--- config.mk ---
export PLATFORM = sky130hd
export DESIGN_NAME = systolic_ctrl
export DESIGN_NICKNAME = d
export VERILOG_FILES = /design/src/rtl/systolic_pkg.sv /design/src/rtl/valid_delay.sv /design/src/rtl/systolic_ctrl.sv
export SDC_FILE = /design/constraint.sdc
export NUM_CORES = 1
export LEC_CHECK = 0
export BUFFER_PORTS_ARGS = -buffer_cell sky130_fd_sc_hd__buf_2
export CORE_MARGIN = 1.5
export CORE_UTILIZATION = 51
export DETAILED_ROUTE_END_ITERATION = 16
export MAX_ROUTING_LAYER = met4
export PLACE_DENSITY = 0.85
export SYNTH_ARGS = -nofsm -noshare
export SYNTH_HDL_FRONTEND = slang
export SYNTH_SLANG_ARGS = --single-unit
--- constraint.sdc ---
create_clock -name clk -period 4.4 [get_ports clk]
set_input_delay 0.88 -clock clk [delete_from_list [all_inputs] [get_ports clk]]
set_output_delay 0.88 -clock clk [all_outputs]
set_load 0.1 [all_outputs]
--- src/rtl/systolic_pkg.sv ---
// rtl/systolic_pkg.sv - shared types and defaults for the systolic array sequencer
package systolic_pkg;

    typedef enum logic [2:0] {
        ST_IDLE,
        ST_LOAD_W,
        ST_STREAM,
        ST_FLUSH,
        ST_DONE
    } ctrl_state_t;

    localparam int DATA_SIZE_DEF = 8;
    localparam int SIZE_DEF      = 3;

    // Cycles from a data row entering the array to its result leaving it.
    function automatic int lat_def(input int size);
        return 2 * size - 1;
    endfunction

endpackage

--- src/rtl/valid_delay.sv ---
// rtl/valid_delay.sv - tag shift register with synchronous active-low clear
module valid_delay #(
    parameter int DEPTH = 6
) (
    input  logic clk,
    input  logic rst_n,
    input  logic din,
    output logic dout
);

    logic [DEPTH-1:0] taps;

    always_ff @(posedge clk) begin
        if (!rst_n) begin
            taps <= '0;
        end else begin
            taps[0] <= din;
            for (int i = 1; i < DEPTH; i++) begin
                taps[i] <= taps[i-1];
            end
        end
    end

    assign dout = taps[DEPTH-1];

endmodule

--- src/rtl/systolic_ctrl.sv ---
// rtl/systolic_ctrl.sv - job sequencer wrapping a weight-stationary systolic array in valid/ready streams
module systolic_ctrl
    import systolic_pkg::*;
#(
    parameter int DATA_SIZE = DATA_SIZE_DEF,
    parameter int SIZE      = SIZE_DEF,
    parameter int LATENCY   = lat_def(SIZE),
    parameter int ROW_W     = 8
) (
    input  logic                      clk,
    input  logic                      rst_n,
    input  logic                      start,
    input  logic [ROW_W-1:0]          num_rows,
    output logic                      busy,
    output logic                      done,
    input  logic                      w_valid,
    output logic                      w_ready,
    input  logic [DATA_SIZE*SIZE-1:0] w_data,
    input  logic                      in_valid,
    output logic                      in_ready,
    input  logic [DATA_SIZE*SIZE-1:0] in_data,
    output logic                      arr_set_w,
    output logic [DATA_SIZE*SIZE-1:0] arr_w_stream,
    output logic [DATA_SIZE*SIZE-1:0] arr_data_stream,
    input  logic [DATA_SIZE*SIZE-1:0] arr_y_stream,
    output logic                      y_valid,
    output logic [DATA_SIZE*SIZE-1:0] y_data
);

    localparam logic [ROW_W-1:0] W_LAST = ROW_W'(SIZE - 1);
    localparam logic [ROW_W-1:0] F_LAST = ROW_W'(LATENCY);
    localparam logic [ROW_W-1:0] ONE    = ROW_W'(1);

    ctrl_state_t      state, state_next;
    logic [ROW_W-1:0] rows_q;
    logic [ROW_W-1:0] wcnt;
    logic [ROW_W-1:0] dcnt;
    logic [ROW_W-1:0] fcnt;
    logic             w_hs;
    logic             in_hs;

    assign w_hs  = (state == ST_LOAD_W) && w_valid;
    assign in_hs = (state == ST_STREAM) && in_valid;

    always_comb begin
        state_next = state;
        w_ready    = 1'b0;
        in_ready   = 1'b0;
        busy       = (state != ST_IDLE);
        done       = (state == ST_DONE);
        case (state)
            ST_IDLE: begin
                if (start) state_next = ST_LOAD_W;
            end
            ST_LOAD_W: begin
                w_ready = 1'b1;
                if (w_valid && wcnt == W_LAST) begin
                    state_next = (rows_q == '0) ? ST_FLUSH : ST_STREAM;
                end
            end
            ST_STREAM: begin
                in_ready = 1'b1;
                if (in_valid && dcnt == rows_q - ONE) state_next = ST_FLUSH;
            end
            ST_FLUSH: begin
                if (fcnt == F_LAST) state_next = ST_DONE;
            end
            ST_DONE: begin
                state_next = ST_IDLE;
            end
            default: begin
                state_next = ST_IDLE;
            end
        endcase
    end

    always_ff @(posedge clk) begin
        if (!rst_n) begin
            state           <= ST_IDLE;
            rows_q          <= '0;
            wcnt            <= '0;
            dcnt            <= '0;
            fcnt            <= '0;
            arr_set_w       <= 1'b0;
            arr_w_stream    <= '0;
            arr_data_stream <= '0;
        end else begin
            state     <= state_next;
            arr_set_w <= w_hs;
            if (w_hs) arr_w_stream <= w_data;
            // Non-accept cycles feed zero rows so the array never sees stale data.
            arr_data_stream <= in_hs ? in_data : '0;
            if (state == ST_IDLE && start) begin
                rows_q <= num_rows;
                wcnt   <= '0;
                dcnt   <= '0;
                fcnt   <= '0;
            end else begin
                if (w_hs)               wcnt <= wcnt + ONE;
                if (in_hs)              dcnt <= dcnt + ONE;
                if (state == ST_FLUSH)  fcnt <= fcnt + ONE;
            end
        end
    end

    // One stage more than LATENCY because the row register itself adds a cycle.
    valid_delay #(
        .DEPTH (LATENCY + 1)
    ) u_tags (
        .clk   (clk),
        .rst_n (rst_n),
        .din   (in_hs),
        .dout  (y_valid)
    );

    assign y_data = arr_y_stream;

endmodule

==> metrics.txt <==
maximum VDD drop around 300 uV; Highest Signal Layer met4; CTS sink cnt 90; Slowest cell on crit path buf_2; Max clock buf depth 2; Least-Margin Pin Slew 1.05 ns; final WL 7880 um; cell chain of the critical path nor2_1 -> and2_1 -> buf_2; CTS tree done; Final Hold Fails 0; diode count 0; unrepaired setup endpoints after global routing no; FF/Latch Area 0.00180 mm^2; number of global-route vias before repair 2814; post-DP HPWL 5900 um; die area 0.00774 mm^2; Cells after Synth a little over 400; WL met3 581 um; internal power 0.00123 W; routed vias 2963; most frequent cells in the layout buf_2 (114), dfxtp_1 (90), nand2_1 (75); met2 WL post-DR 3890 um; Met1 Routed Length 3210 um; Via density ~5; first-pass GRT wire length 12300 um; Sw Share 34.0%; Slew Limit Fails 0; post-synth net total 500; I/O Pins 163; width of the chip 88 um; Crit path largest cell delay roughly 0.45 ns; fin nets roughly 580; mux contribution to synthesized area less than 1%; Comb power frac 22.1%; crit path time final 2.58 ns; clock network fraction of total power 30.7%; root buf cell clkbuf_8; Routability Congestion about 0.85; Sequential Power Share 47.2%; startpoint types register; hold_buf cts 0; post-layout util 62.5%; Placeable Area 0.00691 mm^2; Synth Area in Compound Gates 8.83%; CP Capture Type output pin; CP required 3.52 ns; endpoints failing setup 0; Worst Path Arrival 1.70 ns; Net Sw Power roughly 0.00063 W; share of layout cells above drive strength 1 27.1%; flops & latches, synth 90; Max Cap Viol 0; post-CTS sizing 0; Final WS setup between 1.5 and 2 ns; Seq/Total Area, Yosys 48.9%; first-pass iteration count of the detailed router 4; wire per inst 13.3 um; P_leak ~1.9 nW; leading cell type in the layout, fill and taps excluded buf_2; Clk Latency, worst-skew pair 0.36 ns; number of fill cells roughly 600; Final Skew about 0.0086 ns; largest net degree at the start of global routing 42; Total GRT Usage 21.7%; placed cell areas approximately 0.004 mm^2; largest family of logic cells by synthesized area simple AND/OR/NAND/NOR gates; Final ANT Viol Nets 0; Yosys cell types 35; Max Fanout on Critical Path 7; Post-synth EDFFs 0; outcome finished clean; Slew headroom ~30%; total global routing overflow 0; Async SR Flop Fraction 0%; htree depth 3; pre-CTS setup slack 1.82 ns; area share of and/or/nand/nor cells after synthesis 24.3%; HP Class register to register; Initial Util 53.4%; footprint of the multi-input gates approximately 0.0016 mm^2; Design Power 0.00186 W; Die Y 88 um; Setup TNS Final 0 ns; Avg Cell Area, Syn 9.03 um^2; number of core rows 30; CTS Buf Count 9; Netlist Area Pre-Place 0.00368 mm^2; Reg clk slew, reported paths 0.09 ns; DRT iter0 DRCs 147; Power Dens Cells roughly 430 mW/mm^2; Adder-Cell Fraction of Synth Area 2.38%; yosys warns 0; design area 0.00431 mm^2; Final Cycle Share 58.5%; Post-Synth XOR/XNOR Area 7.61%; top_reg_cell synth dfxtp_1; DRC 0; Layout area overhead 17.1%; IO buf count 114; crit path kind register to output pin; Achievable Freq 0.388 GHz; Setup Buffers After CTS 0; initial antenna violation count 0
[routing by layer]
metal,vias up,track usage [%]
met5,-,-
met4,0,9.81
met3,17,5.75
met2,108,36.2
met1,1375,24.4
li1,1463,-
[worst paths after layout]
| kind | startpoint | endpoint | slack (ns) | cells past startpoint |
|---|---|---|---|---|
| setup / recovery | state[2]$_SDFFE_PN0P_ | w_ready | 1.82 | 3 |
| hold / removal | u_tags.taps[0]$_SDFF_PN0_ | u_tags.taps[1]$_SDFF_PN0_ | 0.44 | 1 |
| setup reg to reg | state[2]$_SDFFE_PN0P_ | wcnt[7]$_SDFFE_PP0P_ | 2.11 | 6 |
| hold reg to reg | u_tags.taps[0]$_SDFF_PN0_ | u_tags.taps[1]$_SDFF_PN0_ | 0.44 | 1 |
[flip-flops by register name (all words and copies together), names as in the netlist]
name	count
arr_data_stream	24
arr_w_stream	24
dcnt	8
fcnt	8
rows_q	8
wcnt	8
u_tags.taps	6
state	3
arr_set_w	1
[critical path: cells and delay by family (launching register included)]
kind / cells / cell delay (ns)
buf+inv: 1 / 0.45
flops: 1 / 0.40
simple gates: 2 / 0.49
[power by group through the flow]
stage | Sequential, W | Combinational (W) | Clock (W)
after floorplan | 0.00103 | 0.000294 | 0
after global placement | 0.000894 | 0.000405 | 0
after detailed placement | 0.000895 | 0.000413 | 0
after CTS | 0.000877 | 0.000415 | 0.000580
after global routing | 0.000882 | 0.000438 | 0.000614
final | 0.000877 | 0.000411 | 0.000572
[area by class of cell]
class	count	area share (%)
clock inverter	5	1.48
sequential	90	41.8
multi-input combinational	270	37.0
tap	96	2.78
timing repair buffer	114	13.2
inverter	5	0.435
clock buffer	11	3.28
[synth_stat cells, types with 2 or more instances]
cell type	instances	area (um^2)
xnor2_1	11	96.3
a21boi_0	33	248
clkbuf_1	13	48.8
nor2b_1	2	12.5
nor3_1	6	30.0
dfxtp_1	90	1800
nor3b_1	3	22.5
nor2_1	31	116
inv_1	5	18.8
nand2_1	75	282
ha_1	7	87.6
nor4_1	3	18.8
buf_4	25	188
buf_2	3	15.0
o21ai_0	3	15.0
nand3_1	12	60.1
nand4_1	6	37.5
and2_1	33	206
xor2_1	21	184
a21oi_1	4	20.0
a211oi_1	3	22.5
o22ai_1	2	12.5
and3_1	5	31.3
[cells by family (layout without fill, tap and decap cells)]
logic type / count (synthesis) / in the layout
simple gates: 184 / 184
flops: 90 / 90
buf+inv: 48 / 135
compound gates: 46 / 46
xor+xnor: 32 / 32
fa+ha+maj: 7 / 7
mux: 1 / 1
[stage by stage]
step,cells,hold slack [ns]
finish,591,0.439
global route,591,0.453
CTS,591,0.444
detailed placement,575,0.422
global placement,575,0.417
floorplan,408,0.412
Note: power is estimated with default switching activity, not from simulation.
